[config.mk]
export PLATFORM = sky130hd
export DESIGN_NAME = serial_subtractor_16bit
export DESIGN_NICKNAME = d
export VERILOG_FILES = /design/src/rtl/serial_subtractor_16bit.sv
export SDC_FILE = /design/constraint.sdc
export NUM_CORES = 1
export LEC_CHECK = 0
export CAP_MARGIN = 20
export CORE_ASPECT_RATIO = 0.5
export CORE_MARGIN = 8
export CORE_UTILIZATION = 25
export DETAILED_ROUTE_END_ITERATION = 7
export GPL_TIMING_DRIVEN = 0
export MAX_ROUTING_LAYER = met4
export PLACE_DENSITY = 0.46
export RECOVER_POWER = 100
export SLEW_MARGIN = 30
export SYNTH_ARGS = -nofsm -noshare
export SYNTH_HDL_FRONTEND = slang
export SYNTH_SLANG_ARGS = --single-unit
[constraint.sdc]
create_clock -name clk_i -period 4.87 [get_ports clk_i]
set_input_delay 0.974 -clock clk_i [delete_from_list [all_inputs] [get_ports clk_i]]
set_output_delay 0.974 -clock clk_i [all_outputs]
set_load 0.05 [all_outputs]
[src/rtl/serial_subtractor_16bit.sv]
// +--------------------------------------------------------------------------+
// | serial_subtractor_16bit: multi-cycle in1 - in2, one CLA slice per cycle  |
// | Rev 1.0                                                                  |
// +--------------------------------------------------------------------------+
`default_nettype none

module serial_subtractor_16bit #(
  parameter int WIDTH = 16,
  parameter int SLICE = 4
) (
  input  logic             clk_i,
  input  logic             rst_ni,
  input  logic             start_i,
  input  logic [WIDTH-1:0] in1_i,
  input  logic [WIDTH-1:0] in2_i,
  output logic             busy_o,
  output logic             done_o,
  output logic [WIDTH-1:0] out_o,
  output logic             borrow_o,
  output logic             zero_o,
  output logic             overflow_o
);

  localparam int NSLICE = WIDTH / SLICE;
  localparam int CNT_W  = (NSLICE > 1) ? $clog2(NSLICE) : 1;
  localparam logic [CNT_W-1:0] LAST_CNT = CNT_W'(NSLICE - 1);

  typedef enum logic [1:0] {
    S_IDLE = 2'd0,
    S_BUSY = 2'd1,
    S_DONE = 2'd2
  } state_e;

  state_e           state_q, state_d;
  logic [WIDTH-1:0] a_q, a_d;
  logic [WIDTH-1:0] b_q, b_d;
  logic [CNT_W-1:0] cnt_q, cnt_d;
  logic             carry_q, carry_d;
  logic [WIDTH-1:0] out_q, out_d;
  logic             borrow_q, borrow_d;
  logic             zero_q, zero_d;
  logic             ovf_q, ovf_d;

  logic [SLICE-1:0] w_a_sl, w_b_sl, w_g, w_p, w_sum;
  logic [SLICE:0]   w_c;
  logic [WIDTH-1:0] w_out_merged;

  // Generate/propagate carry chain for the slice selected by cnt_q.
  always_comb begin
    w_a_sl = a_q[cnt_q*SLICE +: SLICE];
    w_b_sl = b_q[cnt_q*SLICE +: SLICE];
    w_g    = w_a_sl & w_b_sl;
    w_p    = w_a_sl ^ w_b_sl;
    w_c    = '0;
    w_c[0] = carry_q;
    for (int i = 0; i < SLICE; i++) begin
      w_c[i+1] = w_g[i] | (w_p[i] & w_c[i]);
    end
    w_sum = w_p ^ w_c[SLICE-1:0];
    w_out_merged = out_q;
    w_out_merged[cnt_q*SLICE +: SLICE] = w_sum;
  end

  always_comb begin
    state_d  = state_q;
    a_d      = a_q;
    b_d      = b_q;
    cnt_d    = cnt_q;
    carry_d  = carry_q;
    out_d    = out_q;
    borrow_d = borrow_q;
    zero_d   = zero_q;
    ovf_d    = ovf_q;
    case (state_q)
      S_IDLE: begin
        if (start_i) begin
          a_d     = in1_i;
          b_d     = ~in2_i;
          cnt_d   = '0;
          carry_d = 1'b1;
          state_d = S_BUSY;
        end
      end
      S_BUSY: begin
        out_d   = w_out_merged;
        carry_d = w_c[SLICE];
        cnt_d   = cnt_q + CNT_W'(1);
        if (cnt_q == LAST_CNT) begin
          borrow_d = ~w_c[SLICE];
          // b holds ~in2, so "a and in2 signs differ" is "a and b signs agree".
          ovf_d    = (a_q[WIDTH-1] == b_q[WIDTH-1]) && (w_sum[SLICE-1] != a_q[WIDTH-1]);
          zero_d   = (w_out_merged == '0);
          cnt_d    = '0;
          state_d  = S_DONE;
        end
      end
      S_DONE:  state_d = S_IDLE;
      default: state_d = S_IDLE;
    endcase
  end

  always_ff @(posedge clk_i or negedge rst_ni) begin
    if (!rst_ni) begin
      state_q  <= S_IDLE;
      a_q      <= '0;
      b_q      <= '0;
      cnt_q    <= '0;
      carry_q  <= 1'b0;
      out_q    <= '0;
      borrow_q <= 1'b0;
      zero_q   <= 1'b0;
      ovf_q    <= 1'b0;
    end else begin
      state_q  <= state_d;
      a_q      <= a_d;
      b_q      <= b_d;
      cnt_q    <= cnt_d;
      carry_q  <= carry_d;
      out_q    <= out_d;
      borrow_q <= borrow_d;
      zero_q   <= zero_d;
      ovf_q    <= ovf_d;
    end
  end

  assign busy_o     = (state_q == S_BUSY);
  assign done_o     = (state_q == S_DONE);
  assign out_o      = out_q;
  assign borrow_o   = borrow_q;
  assign zero_o     = zero_q;
  assign overflow_o = ovf_q;

endmodule

`default_nettype wire

==> reports/results.txt, run 1 <==
The summed area of non-filler cells in the final layout is 0.003597 sq mm, and the total number of placement rows is 27. The area after detailed placement is 0.003473 sq mm. The post-detailed-placement half-perimeter wirelength was 5356 um. After detailed routing, the number of vias per cell comes to 4.508. The logs give 2282 for the number of global-route vias before repair and 0.001401 sq mm for the area used by sequential logic in the layout. The number of warnings issued by yosys was 0; the leakage power summed over all cells was 1.541 nW.

The tools report the reg-to-reg startpoint as cnt_q[1]. In this run the post-CTS setup repair buffer count came out at 0. The logs give 0.002724 sq mm for the post-synthesis cell area and 44 for the number of pins with negative max-slew slack in the final report. The tools report the clock latency of the later-clocked register in the worst-skew pair as 290 ps. The number of cells upsized or downsized after cts was 0; the quantity of I/O buffers inserted on ports was 55. The first detailed-routing pass ran for 4 iterations. At the end of routability-driven placement, the weighted congestion stood at 0.7225. The die is 163.6 um wide. The floorplan step defined a die boundary enclosing 0.01469 sq mm. In this run, CTS created clock tree buffers numbering 5. On the worst path, the slowest cell contributes a delay of 750 ps. The total number of vias was 2006.

The launching element of the worst setup path is cnt_q[1]. The worst path meets setup with 916.6 ps of slack. The vertical extent of the die came out at 89.81 um. Setup violations remaining at the end of the flow were counted as 0. After the last flow step, the layout net total stands at 344. The slowest stage of the critical path belongs to the cell sky130_fd_sc_hd__fa_1.

The clock-pin slew on the worst setup and hold paths is 70 ps. Setup repair after global routing left no endpoint under its margin. A synthesized cell averages 11.54 sq um.

The internal power of the cells totals 1.530 mW. For the total routed wirelength, the log shows 7054 um. Cell occurring most often along the worst timing path: sky130_fd_sc_hd__fa_1. The repair_antennas step left the layout with diodes totalling 0. Global routing finished with a remaining overflow of 0. The top cell types in the final layout, fill and taps aside, are 56 x sky130_fd_sc_hd__dfrtp_1, 32 x sky130_fd_sc_hd__clkdlybuf4s50_1, 23 x sky130_fd_sc_hd__nand2_1. In this run switching power makes up 46.05% of total power. TritonCTS built the clock tree. The tools report the kind of end point of the critical path as a flop.

The run gives 90 as the DRC marker count from the first detailed-route iteration. The flow ran to the end, but the final reports show violations. The clock power share was 13.2%. The critical path launch point type was a flop. The logic gate share of total power came out at 58.9%. In the synthesized netlist the async set-or-reset flop fraction comes to 100.0%. The number of nets handed over by synthesis was 281. Most common cell after layout, fill and taps aside: sky130_fd_sc_hd__dfrtp_1. The slew at the pin with the worst max-slew slack was 2394 ps; the count of boundary I/O pins was 56.

For the relative contribution of sequential cells to total power, the log shows 27.9%. The count of H-tree levels built during CTS was 2; the placeable core region was 0.01081 sq mm. The critical path is of the flop to flop type. After filler insertion, the fill cell instance count of the layout stands at 1122. In the synthesized netlist, the number of instances is 236. The detail route stage leaves a number of antenna-violating nets equal to 0. The effective utilization at floorplan was 25.20%. The number of buffers between clock root and the deepest sink is 2, and the arrival time of the worst setup path is 4150 ps. The minimum setup slack after placement came out at 867.2 ps. The first global-routing pass estimated 11890 um of wire. The checks that failed: capacitance limit, slew limit. In this run the clock root is driven by a sky130_fd_sc_hd__clkbuf_16. The maximum operating frequency is 0.2529 GHz. The worst hold-check path type is flop to flop.

The clock sink total is 56. The run gives 6.079 ps as the worst clock skew. The overall global routing resource usage came out at 10.41%.

The tools report the destination of the critical timing path as zero_o. Counting I/O delays and the setup requirement, the final critical path takes 3953 ps. The signed area change from the synthesized netlist to the final layout was 32.06%; the count of max-cap constraint violations was 1. The analysis attributes to net switching a power of 1.307 mW. The number of synthesized register bits works out to 56. The final routed wire length divided by cell count is 15.85 um, and the maximum fanout along the worst path is 10. The logs give 33.28% for the final standard cell utilization of the core and 0.001190 sq mm for the area used by multi-input combinational logic.

In this run, post-CTS hold repair placed 0 buffers. Walking the worst path, the cells encountered are clkbuf_1 > mux4_2 > fa_1 > inv_1 > fa_1 > fa_1 > fa_1 > a21boi_0 > a2bb2oi_1 > o221ai_1 > o31ai_1. The worst pin sits at a relative slew slack of -59.62%. The fraction of the cycle the final worst path needs works out to 81.18%.

The endpoint of the most critical register-to-register path is zero_o. The worst register-to-register path has a depth of 11. In this run the register-to-register setup slack is 920 ps. The post-route netlist has 14.33% of its cells at a drive strength greater than 1. The final hold violation count is 0, and the number of library cell types mapped by synthesis is 40.

The number of flops mapped to enable cells by yosys was 0; the maximum number of pins on one net before global-route repair was 44. The most used flip-flop cell after synthesis is sky130_fd_sc_hd__dfrtp_1. The final routed DRC violation total is 0.

The required time at the endpoint of the critical path is 5060 ps, and the number of antenna violations at the first check in global routing is 0. Dividing total power by cell area gives a power density of 788.6 mW/mm^2. Sequential elements use 51.45% of the synthesized area. In the final timing run, aggregate negative setup slack is 0 ps. VDD sags by at most 0.3557 mV. The minimum hold slack is 504.9 ps.
==> worst max-delay path, delay by kind of cell, from the launching register on <==
family	cells	cell delay [ps]
fa+ha+maj	4	1720
compound gates	4	770
buf+inv	2	590
flops	1	410
mux	1	360
==> kinds of logic (layout without fill, tap and decap cells) <==
logic type                 after synthesis  count (layout)  synth area share, %
AOI/OAI and AO/OA                       52              52                11.25
adders and majority gates               10              10                5.696
buffers and inverters                   27              91                4.685
DFF                                     56              56                51.45
muxes                                   27              27                14.56
and+or+nand+nor                         64              64                12.36
==> area by class of cell <==
type	count	share of cell area, %
clock buffers	6	3.861
flip-flops and latches	56	38.96
clock inverters	2	0.3826
repair buffers	56	15.23
inverters	15	1.565
well taps	145	5.043
plain buffers	12	1.878
multi-input cells	153	33.08
==> power by group through the flow <==
stage	combinational (mW)	sequential, mW	clock [mW]
after floorplan	0.979	0.959	0
after global placement	1.69	0.798	0
after detailed placement	1.72	0.809	0
after CTS	1.73	0.801	0.389
after global routing	1.84	0.827	0.407
final	1.67	0.793	0.374
==> routing by layer <==
layer | vias up | GRT usage [%] | routed length (um)
met5 | - | - | 0
met4 | 0 | 3.008 | 99
met3 | 9 | 2.366 | 210
met2 | 30 | 17.65 | 3569
met1 | 1016 | 12.17 | 3174
li1 | 951 | - | -
==> metrics by stage <==
| step | total power, mW | cells |
|---|---|---|
| final | 2.837 | 445 |
| after global routing | 3.071 | 445 |
| after CTS | 2.915 | 445 |
| after detailed placement | 2.529 | 437 |
| after global placement | 2.492 | 436 |
| after floorplan | 1.938 | 236 |
==> Yosys cell counts, types with 2 or more instances <==
library cell / n / area (sq um)
sky130_fd_sc_hd__dfrtp_1: 56 / 1401
sky130_fd_sc_hd__nand2_1: 23 / 86.33
sky130_fd_sc_hd__a21oi_1: 21 / 105.1
sky130_fd_sc_hd__nor2_1: 20 / 75.07
sky130_fd_sc_hd__mux2_2: 17 / 191.4
sky130_fd_sc_hd__inv_1: 15 / 56.30
sky130_fd_sc_hd__o21ai_0: 14 / 70.07
sky130_fd_sc_hd__mux4_2: 8 / 180.2
sky130_fd_sc_hd__buf_2: 6 / 30.03
sky130_fd_sc_hd__ha_1: 6 / 75.07
sky130_fd_sc_hd__a31oi_1: 4 / 25.02
sky130_fd_sc_hd__fa_1: 4 / 80.08
sky130_fd_sc_hd__nor2b_1: 4 / 25.02
sky130_fd_sc_hd__clkbuf_1: 3 / 11.26
sky130_fd_sc_hd__nand3_1: 3 / 15.01
sky130_fd_sc_hd__a22o_1: 2 / 17.52
sky130_fd_sc_hd__and4bb_2: 2 / 25.02
sky130_fd_sc_hd__buf_6: 2 / 22.52
sky130_fd_sc_hd__nand3b_1: 2 / 15.01
sky130_fd_sc_hd__nor4_1: 2 / 12.51
sky130_fd_sc_hd__o21bai_1: 2 / 15.01
sky130_fd_sc_hd__o221ai_1: 2 / 17.52
==> worst min-delay path by stage <==
stage                     cells after the start  slack, ps    start      end
after floorplan                               1        480  a_q[10]  a_q[10]
after global placement                        1        490  a_q[14]  a_q[14]
after detailed placement                      1        490   a_q[1]   a_q[1]
after CTS                                     1        510   a_q[9]   a_q[9]
after global routing                          1        530   a_q[1]   a_q[1]
final                                         1        500   a_q[9]   a_q[9]
==> sequential cells by signal, summed over array words and instances, names as in the netlist <==
name,cells
a_q,16
b_q,16
borrow_o,1
carry_q,1
cnt_q,2
out_o,16
overflow_o,1
state_q,2
zero_o,1
No activity file was read; power rests on OpenSTA's default activity.
==> inputs of run 2 (changes only) <==
--- a/config.mk
+++ b/config.mk
@@ -12,7 +12,7 @@
 export DETAILED_ROUTE_END_ITERATION = 7
 export GPL_TIMING_DRIVEN = 0
 export MAX_ROUTING_LAYER = met4
-export PLACE_DENSITY = 0.46
+export PLACE_DENSITY = 0.47
 export RECOVER_POWER = 100
 export SLEW_MARGIN = 30
 export SYNTH_ARGS = -nofsm -noshare
==> constraint.sdc (replaced) <==
create_clock -name clk_i -period 3.58 [get_ports clk_i]
set_input_delay 0.716 -clock clk_i [delete_from_list [all_inputs] [get_ports clk_i]]
set_output_delay 0.716 -clock clk_i [all_outputs]
set_load 0.05 [all_outputs]
==> run 2 against run 1 <==
- the run still ends with capacitance limit, slew limit left
- largest power group unchanged
- critical path depth unchanged
- setup slack lost 730 ps
- register-to-register slack got worse by 730 ps
- final area is 1.7% higher
- clock power is 53% higher
- global-route usage decreased by 0.41 points
- cell count increased by 0.45%
- utilization rose by 0.57 points
- critical path type unchanged
==> reports/results.txt, run 2 (synthesis gave the netlist of run 1 again) <==
The number of buffers between clock root and the deepest sink came out at 2 (unchanged). End point of the most critical hold path: zero_o. For the fill cell total of the finished layout, the log shows 1098 (-2.1%). The logs give 5239 um (-2.2%) for the post-detailed-placement half-perimeter wirelength and 0 (unchanged) for the number of buffers added to fix hold violations after cts. Slew at the pin with the worst max-slew slack: 1605 ps (-789.7 ps). The run gives 11520 um (-3.1%) as the wire length of the first global-routing pass. The logs give 0.2943 GHz (+16%) for the maximum operating frequency and 2261 (-0.92%) for the number of global-route vias before repair.

In this run the most critical hold path is launched from zero_o. The switching share of power was 43.97% (-2.1 points). The number of antenna violations at the first check in global routing was 0 (unchanged); the final critical-path required period was 3398 ps (-555.4 ps).

The logic gate share of total power came out at 60.1% (+1.2 points). The area used by multi-input combinational logic came out at 0.001201 sq mm (+0.95%). The arrival time of the worst setup path is 3600 ps (-550 ps), and the vias per cell is 4.494 (-0.30%).

The run finished, with violations left. For the final hold violation count, the log shows 0 (unchanged). The logs give 0.01081 sq mm (unchanged) for the placeable core region and 0 (unchanged) for the final number of setup-violating endpoints. The total number of placement rows was 27 (unchanged); the placed instance count was 437 (unchanged). The worst hold-check path type was flop to flop. Final non-filler cell total: 447 (+0.45%).

The vertical extent of the die works out to 89.81 um (unchanged). The minimum hold slack was 498.1 ps (-6.834 ps); the relative slew slack was -6.976% (+53 points). The final routed DRC violation total came out at 0 (unchanged).

Leaving out fill and tap cells, the most frequent cells in the layout are 55 x sky130_fd_sc_hd__dfrtp_1, 33 x sky130_fd_sc_hd__clkdlybuf4s50_1, 23 x sky130_fd_sc_hd__nand2_1. The root buffer cell chosen for the clock tree is sky130_fd_sc_hd__clkbuf_16. In this run the critical register-to-register path is captured at zero_o. The placer's final routability congestion estimate is 0.7360 (+1.9%). The worst hold path depth is 2 (+1). The clock-pin slew on the worst setup and hold paths is 70 ps (about the same), and the slack of the worst reg-to-reg path is 180 ps (-730 ps). The required time at the endpoint of the critical path is 3780 ps (-1280 ps). For the remaining antenna violation count, the log shows 0 (unchanged). The logs give 0.01469 sq mm (unchanged) for the die footprint and 2009 (+0.15%) for the total number of vias. The count of max-cap constraint violations was 1 (unchanged).

The tools report the relative contribution of sequential cells to total power as 26.1% (-1.8 points). The clock latency of the later-clocked register in the worst-skew pair came out at 300 ps (about the same). The signed area change from the synthesized netlist to the final layout is 34.31%.

Leaving out fill and tap cells, the most frequent cell in the layout is sky130_fd_sc_hd__dfrtp_1. The worst clock skew is 7.477 ps (+1.398 ps). The quantity of I/O buffers inserted on ports came out at 55 (unchanged).

The reported net switching power is 1.821 mW (+39%), and the count of H-tree levels built during CTS is 2 (unchanged). The tools report the effective utilization at floorplan as 25.20% (unchanged). The width of the die was 163.6 um (unchanged).

The logs give 0 (unchanged) for the final global-route overflow total and 1.570 nW (+1.8%) for the leakage power summed over all cells. The reg-to-reg startpoint is cnt_q[0]. The maximum fanout along the worst path is 18 (+8). The critical path in this run is classified as flop to flop.

The run gives 36 (-18%) as the maximum number of pins on one net before global-route repair. The kind of end point of the critical path was a flop. For the internal power summed over all cells, the log shows 2.320 mW (+52%).

STA classifies the critical path startpoint as a flop. Clock sink total: 56 (unchanged). The fraction of the cycle the final worst path needs came out at 94.92% (+14 points). The final reports fail on capacitance limit, slew limit. The run gives 6814 um (-3.4%) as the total routed wirelength. The clock power share is 13.8% (+0.6 points), and the share of layout cells above drive strength 1 is 16.23% (+1.9 points). The areal power density over the cells came out at 1132 mW/mm^2 (+44%). The tools report the number of antenna repair diodes as 0 (unchanged). The CTS buffer count is 5 (unchanged), and the count of boundary I/O pins is 56 (unchanged). The number of pins with negative max-slew slack in the final report was 36 (-18%).

TritonCTS built the clock tree. The tools report the number of iterations in the first detailed-routing pass as 4 (unchanged). The final routed wire length divided by cell count was 15.24 um (-3.8%); the area used by sequential logic in the layout was 0.001403 sq mm (about the same). For the overall global routing resource usage, the log shows 9.999% (-0.41 points). For the post-layout total power, the log shows 4.141 mW (+46%). The number of cells on the worst reg-to-reg path works out to 11 (unchanged). The maximum resistive drop on vdd was 0.5196 mV (+46%); the DRC marker count from the first detailed-route iteration was 82 (-8.9%). Number of nets in the layout: 346 (+0.58%).
-- run 2: critical path, stage by stage (launching register included) --
cell,delay (ps)
sky130_fd_sc_hd__dfrtp_2,440
sky130_fd_sc_hd__buf_8,180
sky130_fd_sc_hd__mux4_2,360
sky130_fd_sc_hd__fa_1,170
sky130_fd_sc_hd__inv_1,50
sky130_fd_sc_hd__fa_1,380
sky130_fd_sc_hd__fa_2,370
sky130_fd_sc_hd__fa_2,650
sky130_fd_sc_hd__a21boi_0,110
sky130_fd_sc_hd__a2bb2oi_1,190
sky130_fd_sc_hd__o221ai_2,130
sky130_fd_sc_hd__o31ai_1,270
-- run 2: worst max path at each step --
stage	startpoint	endpoint	slack [ps]	cells past startpoint
global route	cnt_q[0]	zero_o	-4	11
global placement	cnt_q[1]	zero_o	-370	11
CTS	cnt_q[1]	zero_o	30	11
floorplan	cnt_q[0]	zero_o	320	12
finish	cnt_q[0]	zero_o	180	11
detailed placement	cnt_q[1]	zero_o	-380	11
-- run 2: timing repair --
action / in CTS / in global routing
setup buffers: 0 / 3
endpoints found under the setup margin: 2 / 1
gates resized for setup: 2 / 6
pin swaps: 0 / 3
-- run 2: stage by stage --
| stage | setup TNS [ps] | cell area [sq um] | utilization, % | setup slack, ps |
|---|---|---|---|---|
| after floorplan | 0 | 2724 | - | 324.2 |
| after global placement | -381.2 | 3456 | 31.97 | -367.8 |
| after detailed placement | -389.4 | 3473 | 32.13 | -376.1 |
| after CTS | 0 | 3640 | 33.67 | 28.15 |
| after global routing | -4.444 | 3659 | 33.84 | -4.444 |
| final | 0 | 3659 | 33.84 | 182.0 |
-- run 2: cell type report --
class / instances / area share [%]
timing repair buffer: 59 / 15.83
clock inverter: 2 / 1.060
multi-input combinational: 153 / 32.83
clock buffer: 6 / 3.523
buffer: 11 / 1.915
sequential: 56 / 38.34
tap: 145 / 4.959
inverter: 15 / 1.539
-- run 2: layer usage --
metal / vias to the layer above / GRT usage [%] / share of wire (%)
li1: 958 / - / -
met1: 1007 / 11.91 / 45
met2: 35 / 16.35 / 49
met3: 9 / 2.320 / 4.1
met4: 0 / 3.534 / 1.7
met5: - / - / 0
-- run 2: power groups by stage --
stage                     Clock, mW  Sequential (mW)  Combinational [mW]
final                         0.572             1.08                2.49
after global routing          0.616             1.13                2.74
after CTS                     0.586             1.09                2.34
after detailed placement          0             1.10                2.33
after global placement            0             1.09                2.30
after floorplan                   0             1.30                1.33
